**src/rtl/draw_sequencer.sv**
```systemverilog
// rtl/draw_sequencer.sv - three-client draw sequencer with 1-cycle registered pixel mux to the VGA adapter
// Optional per-client watchdog is compiled in when DRAW_SEQ_TIMEOUT_EN is defined.

module draw_sequencer #(
  parameter logic [15:0] TIMEOUT_CYCLES = 16'd50000
) (
  input  logic        clock,
  input  logic        reset,
  input  logic        frame_start,
  output logic [2:0]  draw_req,
  input  logic [2:0]  client_done,
  input  logic [26:0] client_x,
  input  logic [23:0] client_y,
  input  logic [17:0] client_colour,
  input  logic [2:0]  client_write,
  output logic [8:0]  vga_x,
  output logic [7:0]  vga_y,
  output logic [5:0]  vga_colour,
  output logic        vga_write,
  output logic        busy,
  output logic        frame_done,
  output logic [2:0]  timeout_err
);

  typedef enum logic [2:0] {
    S_IDLE    = 3'd0,
    S_REQ     = 3'd1,
    S_RELEASE = 3'd2,
    S_NEXT    = 3'd3,
    S_FINISH  = 3'd4
  } state_t;

  state_t      state_q, state_d;
  logic [1:0]  cur_q, cur_d;
  logic [2:0]  draw_req_q, draw_req_d;
  logic        busy_q, busy_d;
  logic        frame_done_q, frame_done_d;
  logic [8:0]  vga_x_q, vga_x_d;
  logic [7:0]  vga_y_q, vga_y_d;
  logic [5:0]  vga_colour_q, vga_colour_d;
  logic        vga_write_q, vga_write_d;

  logic        sel_done;
  logic        sel_write;
  logic [8:0]  sel_x;
  logic [7:0]  sel_y;
  logic [5:0]  sel_colour;

`ifdef DRAW_SEQ_TIMEOUT_EN
  logic [15:0] wd_q, wd_d, wd_inc;
  logic [2:0]  tmo_err_q, tmo_err_d;

  assign wd_inc = wd_q + 16'd1;
`else
  logic unused_timeout_cfg;

  assign unused_timeout_cfg = ^TIMEOUT_CYCLES;
`endif

  // Select the done flag, write strobe and pixel fields of the current client
  always_comb begin
    sel_done   = client_done[0];
    sel_write  = client_write[0];
    sel_x      = client_x[8:0];
    sel_y      = client_y[7:0];
    sel_colour = client_colour[5:0];
    case (cur_q)
      2'd1: begin
        sel_done   = client_done[1];
        sel_write  = client_write[1];
        sel_x      = client_x[17:9];
        sel_y      = client_y[15:8];
        sel_colour = client_colour[11:6];
      end
      2'd2: begin
        sel_done   = client_done[2];
        sel_write  = client_write[2];
        sel_x      = client_x[26:18];
        sel_y      = client_y[23:16];
        sel_colour = client_colour[17:12];
      end
      default: ;
    endcase
  end

  // Sequencer next state; draw_req and frame_done are computed for the state being entered
  always_comb begin
    state_d      = state_q;
    cur_d        = cur_q;
    draw_req_d   = draw_req_q;
    frame_done_d = 1'b0;
`ifdef DRAW_SEQ_TIMEOUT_EN
    wd_d         = wd_q;
    tmo_err_d    = tmo_err_q;
`endif
    case (state_q)
      S_IDLE: begin
        draw_req_d = 3'b000;
        if (frame_start) begin
          cur_d      = 2'd0;
          state_d    = S_REQ;
          draw_req_d = 3'b001;
`ifdef DRAW_SEQ_TIMEOUT_EN
          wd_d       = 16'd0;
          tmo_err_d  = 3'b000;
`endif
        end
      end
      S_REQ: begin
        draw_req_d = 3'b001 << cur_q;
`ifdef DRAW_SEQ_TIMEOUT_EN
        wd_d       = wd_inc;
`endif
        if (sel_done) begin
          state_d    = S_RELEASE;
          draw_req_d = 3'b000;
`ifdef DRAW_SEQ_TIMEOUT_EN
          wd_d       = 16'd0;
        end else if (wd_inc == TIMEOUT_CYCLES) begin
          tmo_err_d  = tmo_err_q | (3'b001 << cur_q);
          state_d    = S_RELEASE;
          draw_req_d = 3'b000;
          wd_d       = 16'd0;
`endif
        end
      end
      S_RELEASE: begin
        draw_req_d = 3'b000;
`ifdef DRAW_SEQ_TIMEOUT_EN
        wd_d       = wd_inc;
`endif
        if (!sel_done) begin
          state_d = S_NEXT;
`ifdef DRAW_SEQ_TIMEOUT_EN
        end else if (wd_inc == TIMEOUT_CYCLES) begin
          state_d = S_NEXT;
`endif
        end
      end
      S_NEXT: begin
        draw_req_d = 3'b000;
        if (cur_q == 2'd2) begin
          state_d      = S_FINISH;
          frame_done_d = 1'b1;
        end else begin
          cur_d      = cur_q + 2'd1;
          state_d    = S_REQ;
          draw_req_d = 3'b001 << (cur_q + 2'd1);
`ifdef DRAW_SEQ_TIMEOUT_EN
          wd_d       = 16'd0;
`endif
        end
      end
      S_FINISH: begin
        draw_req_d = 3'b000;
        state_d    = S_IDLE;
      end
      default: begin
        draw_req_d = 3'b000;
        state_d    = S_IDLE;
      end
    endcase
    busy_d = (state_d != S_IDLE);
  end

  // Pixel path: only the selected client's pixel is captured, and only while requesting
  always_comb begin
    vga_x_d      = vga_x_q;
    vga_y_d      = vga_y_q;
    vga_colour_d = vga_colour_q;
    vga_write_d  = 1'b0;
    if (state_q == S_REQ) begin
      vga_x_d      = sel_x;
      vga_y_d      = sel_y;
      vga_colour_d = sel_colour;
      vga_write_d  = sel_write;
    end
  end

  // State and output registers; async reset drops requests and writes immediately
  always_ff @(posedge clock or negedge reset) begin
    if (!reset) begin
      state_q      <= S_IDLE;
      cur_q        <= 2'd0;
      draw_req_q   <= 3'b000;
      busy_q       <= 1'b0;
      frame_done_q <= 1'b0;
      vga_x_q      <= 9'd0;
      vga_y_q      <= 8'd0;
      vga_colour_q <= 6'd0;
      vga_write_q  <= 1'b0;
`ifdef DRAW_SEQ_TIMEOUT_EN
      wd_q         <= 16'd0;
      tmo_err_q    <= 3'b000;
`endif
    end else begin
      state_q      <= state_d;
      cur_q        <= cur_d;
      draw_req_q   <= draw_req_d;
      busy_q       <= busy_d;
      frame_done_q <= frame_done_d;
      vga_x_q      <= vga_x_d;
      vga_y_q      <= vga_y_d;
      vga_colour_q <= vga_colour_d;
      vga_write_q  <= vga_write_d;
`ifdef DRAW_SEQ_TIMEOUT_EN
      wd_q         <= wd_d;
      tmo_err_q    <= tmo_err_d;
`endif
    end
  end

  assign draw_req   = draw_req_q;
  assign busy       = busy_q;
  assign frame_done = frame_done_q;
  assign vga_x      = vga_x_q;
  assign vga_y      = vga_y_q;
  assign vga_colour = vga_colour_q;
  assign vga_write  = vga_write_q;
`ifdef DRAW_SEQ_TIMEOUT_EN
  assign timeout_err = tmo_err_q;
`else
  assign timeout_err = 3'b000;
`endif

endmodule

```
**config.mk**
```make
export PLATFORM = sky130hd
export DESIGN_NAME = draw_sequencer
export DESIGN_NICKNAME = d
export VERILOG_FILES = /design/src/rtl/draw_sequencer.sv
export SDC_FILE = /design/constraint.sdc
export NUM_CORES = 1
export LEC_CHECK = 0
export ABC_AREA = 1
export CAP_MARGIN = 20
export CORE_ASPECT_RATIO = 1.5
export CORE_MARGIN = 2
export CORE_UTILIZATION = 35
export CTS_BUF_LIST = sky130_fd_sc_hd__clkbuf_4
export CTS_CLUSTER_DIAMETER = 80
export CTS_CLUSTER_SIZE = 30
export DETAILED_ROUTE_END_ITERATION = 10
export GPL_ROUTABILITY_DRIVEN = 0
export PLACE_DENSITY_LB_ADDON = 0.08
export SLEW_MARGIN = 15
export SYNTH_ARGS = -nofsm -noshare
export SYNTH_HDL_FRONTEND = slang
export SYNTH_SLANG_ARGS = --single-unit
```
**constraint.sdc**
```tcl
create_clock -name clock -period 1.5 [get_ports clock]
set_input_delay 0.375 -clock clock [delete_from_list [all_inputs] [get_ports clock]]
set_output_delay 0.375 -clock clock [all_outputs]
set_load 0.01 [all_outputs]
```
# Word level (Yosys, flattened, before mapping)
# Index checks and enable logic that the tools add are counted.
[totals] ff_bits=34 latch_bits=0 ram_bits=0 mem_bits_ro=0 in_bits=78 wordCells=43 memories=0
[op_classes] add_sub_neg=1 multipliers=0 div_mod_pow=0 n_lt_le_gt_ge=0 eq_ne=7 n_shift=2 n_mux=20 n_bitwise=0 reduce_logical=4
[op_table] op="$mux W3" count=6
[op_table] op="$pmux W9 S2" count=1
[op_table] op="$pmux W8 S2" count=1
[op_table] op="$pmux W3 S4" count=1
[op_table] op="$pmux W6 S2" count=1
[op_table] op="$pmux W3 S3" count=1
[op_table] op="$eq A3 B2 Y1 const B" count=2
[op_table] op="$shl A1 B2 Y3 const A" count=2
[op_table] op="$mux W1" count=4
[op_table] op="$mux W2" count=2
[op_table] op="$ne A2 B2 Y1 const B" count=2
[op_table] op="$pmux W1 S2" count=2
[op_table] op="$pmux W2 S2" count=1
[op_table] op="$eq A3 B1 Y1 const B" count=1
[op_table] op="$logic_not A3 Y1" count=1
[op_table] op="$reduce_and A3 Y1" count=1
[op_table] op="$reduce_bool A3 Y1" count=1
[op_table] op="$add A2 B1 Y2 const B" count=1
[op_table] op="$eq A2 B1 Y1 const B" count=1
[op_table] op="$eq A2 B2 Y1 const B" count=1
[op_table] op="$reduce_bool A2 Y1" count=1

# Logic depth before layout (Yosys ltp)
[logic_depth] word_depth=5 ltp_mapped=9

# Worst setup path after synthesis
# No wires, ideal clock.
[synth_timing] kind="reg-to-reg" start="register cur_q[0]" end="register vga_colour_q[0], in the netlist vga_colour[0]" setup_ns=0.124 arrival_ns=1.377 t_required_ns=1.376 path_slack_ns=-0.001 path_stages_with_launch=8 period_less_slack_ns=1.501 path_cell_list="dfrtp_1 inv_1 ha_1 buf_2 buf_2 buf_2 o211ai_1 nand2_1"
[synth_via] elab_chain_len=2
[synth_rtl] element="from (decl)" line="34" source="logic [1:0] cur_q, cur_d;"
[synth_rtl] element="from (signal assigned)" line="198" source="cur_q <= cur_d;"
[synth_rtl] element="$eq A2 B2 Y1 / $eq A2 B1 Y1 (equally long branches)" line="67" source="case (cur_q)"
[synth_rtl] element="$pmux W6 S2 (*)" line="67"
[synth_rtl] element="to (signal assigned)" line="204" source="vga_colour_q <= vga_colour_d;"
[synth_rtl] element="to (decl)" line="40" source="logic [5:0] vga_colour_q, vga_colour_d;"
# Mark *: on every way between the ends. The rest lies on a longest branch, timed or not.
# A chain may end at the register's enable or synchronous reset.

# Worst setup path in the final report
[layout_timing] start="register vga_colour_q[5], in the netlist vga_colour[5]" end="output port vga_colour[5]"
[layout_lines] element="to (decl)" line="18" source="output logic [5:0] vga_colour,"
# No word-level cell between the ends.

==> run metrics <==
Post-Route M1 WL 2.22 mm; Critical Path Source Type flip-flop; RSZ-0062 raised after global routing false; Peak Freq 715 MHz; DR iter-0 viols 94; maximum clock skew at final layout 0.00699 ns; buffers plus inverters on the worst setup path 1; combined area of all synthesized cells 0.00185 mm²; overall power after layout 5230 µW; TritonCTS clock tree done; initial antenna violation count 0; endpoint of the worst-slack reg-to-reg timing path busy; Post-Layout Inst Area 0.00305 mm²; sequential group share of total power 0.294; PD cells 1720 mW/mm²; Hold-fix buffers, CTS 0; Post-route DRC 0; antenna-violating nets left 0; run status finished, final reports clean; final design utilization 0.595; height of the chip 93.0 µm; most common cell after layout, fill and taps aside sky130_fd_sc_hd__nand2_1; Reg-to-Reg Start cur_q[1]; count of cells along the worst register-to-register path 7; area enclosed by the die boundary 0.00589 mm²; number of vias per cell 4.75; maximum number of buffers from clock root to sink 2; post-DR wirelength/cell 13.3 µm; worst path cell trace dlygate4sd2_1; placeable core area 0.00512 mm²; synthesis-to-layout area growth 64.9%; combinational share of power 0.617; internal power of the cells 2960 µW; setup tns final 0 ns; pin count of the biggest net entering global routing 42; maximum fanout along the worst path 2; net count of the finished layout 433; Inserted Clock Buffers 5; post-synthesis sequential element count 34; path type of the worst min-delay path input pin to async pin; data arrival time at the worst-slack endpoint 1.02 ns; vias post-DR 1994; total iterations of the first detailed-routing run 4; data required time at the worst endpoint 1.12 ns; # Max-Cap Violations 0; type of the setup path with the least slack flip-flop to primary output; Leakage 0.00137 µW; longest individual stage delay on the worst path 0.40 ns; final count of hold timing violations 0; number of warnings reported in the yosys synthesis log 0; gate family responsible for the most delay along the worst path flip-flops; Site Rows 32; net switching fraction of the power 0.435; Post-Synthesis Mean Instance Area 7.70 µm²; critical path capture point type primary output; number of antenna cells inserted 0; starting utilization of the core area 0.361; uppermost layer routed met4; post-synthesis instance total 240; routed wire length on met3 369 µm; cell area reported after detailed placement 0.00301 mm²; Congestion Overflow GR 0; setup slack, reg-to-reg 0.12 ns; leading cell types in the layout, fill and taps excluded 105 x sky130_fd_sc_hd__nand2_1, 76 x sky130_fd_sc_hd__clkdlybuf4s50_1, 34 x sky130_fd_sc_hd__dfrtp_1; clock root buffer master sky130_fd_sc_hd__clkbuf_4; switching component of the power 2280 µW; via count of the first global-routing pass 1926; met2 wire len 2.94 mm; detailed-route wire length 5.60 mm; boundary pin count 110; worst hold margin 0.0599 ns; fraction of power consumed by the clock network 0.089; die boundary width 63.3 µm; Total GRT Usage 0.199; Peak supply drop 0.00139 V; Final Cycle Share 0.932; Tmin final 1.40 ns; final count of negative-setup-slack endpoints 0; maximum level of the CTS H-tree 2; clk_lat worst skew 0.33 ns; number of max-slew violations in the final report 0; Slowest cell on crit path sky130_fd_sc_hd__dfrtp_1; share of layout cells above drive strength 1 0.0824; count of input and output buffers 106; Clock Sinks 34; share of the yosys chip area belonging to registers 0.460; first-pass GRT wire length 9.21 mm; register clock-pin slew on the reported worst setup and hold paths 0.10 ns; half-perimeter wire length of the detailed placement result 4.28 mm; distinct cell type count after synthesis 18
[worst max path at each step]
stage              startpoint            end  cells after the start
2_1_floorplan        cur_q[0]  vga_colour[0]                      7
3_3_place_gp   client_done[1]           busy                      6
3_5_place_dp         cur_q[0]           busy                      7
4_1_cts              cur_q[1]       vga_x[0]                      6
5_1_grt              cur_q[1]           busy                      7
6_report        vga_colour[5]  vga_colour[5]                      1
[power by group through the flow]
stage | registers, µW | clock network [µW] | logic [µW]
floorplan | 1740 | 0 | 1740
global placement | 1560 | 0 | 3400
detailed placement | 1580 | 0 | 3440
CTS | 1540 | 490 | 3230
global route | 1590 | 531 | 3630
finish | 1540 | 467 | 3230
[per-stage QoR]
step,setup WS [ns],std cells
6_report,0.102,420
3_3_place_gp,0.0621,411
4_1_cts,0.0101,420
3_5_place_dp,-0.00559,411
2_1_floorplan,0.0132,242
5_1_grt,0.00605,420
[synthesized netlist by cell type]
cell | n | area share
sky130_fd_sc_hd__a21oi_1 | 1 | 0.0027
sky130_fd_sc_hd__a31oi_1 | 1 | 0.0034
sky130_fd_sc_hd__buf_2 | 14 | 0.038
sky130_fd_sc_hd__buf_4 | 5 | 0.020
sky130_fd_sc_hd__conb_1 | 1 | 0.0020
sky130_fd_sc_hd__dfrtp_1 | 34 | 0.46
sky130_fd_sc_hd__ha_1 | 4 | 0.027
sky130_fd_sc_hd__inv_1 | 8 | 0.016
sky130_fd_sc_hd__nand2_1 | 105 | 0.21
sky130_fd_sc_hd__nand3_1 | 32 | 0.087
sky130_fd_sc_hd__nor2_1 | 4 | 0.0081
sky130_fd_sc_hd__nor2_4 | 1 | 0.0061
sky130_fd_sc_hd__o211ai_1 | 23 | 0.093
sky130_fd_sc_hd__o21ai_0 | 3 | 0.0081
sky130_fd_sc_hd__o21ai_1 | 1 | 0.0027
sky130_fd_sc_hd__o21ai_2 | 1 | 0.0047
sky130_fd_sc_hd__o22ai_1 | 1 | 0.0034
sky130_fd_sc_hd__or2_1 | 1 | 0.0034
[cell type report]
type                    instances  area, µm²
clock buffers                   5       37.5
clock inverters                 3       11.3
fillers                       524       2080
inverters                       8       30.0
multi-input cells             181        888
flip-flops and latches         34        851
well taps                      68       85.1
repair buffers                121       1140
[sequential cells by signal, indices dropped and copies added (netlist names)]
name        flops
draw_req        3
state_q         3
busy            1
vga_colour      6
vga_write       1
frame_done      1
vga_x           9
vga_y           8
cur_q           2
[cells by family (layout without fill, tap and decap cells)]
| family | after synthesis | count (layout) | synth area share |
|---|---|---|---|
| and+or+nand+nor | 143 | 143 | 0.318 |
| DFF | 34 | 34 | 0.460 |
| adders and majority gates | 4 | 4 | 0.0271 |
| other | 1 | 3 | 0.00203 |
| buffers and inverters | 27 | 137 | 0.0745 |
| AOI/OAI and AO/OA | 31 | 31 | 0.118 |
[per-layer routing]
metal | vias up | GRT usage
met3 | 6 | 0.0578
met4 | 0 | 0.0543
li1 | 1006 | -
met2 | 69 | 0.357
met1 | 913 | 0.228
met5 | - | 0
[repair_timing]
action                     in CTS  in global routing
cloned                          0                  0
pin swaps                       0                  3
setup endpoints to repair      30                 25
hold endpoints to repair        0                  0
setup buffers                   1                  0
resized for setup              29                  6
Note: power is estimated with default switching activity, not from simulation.
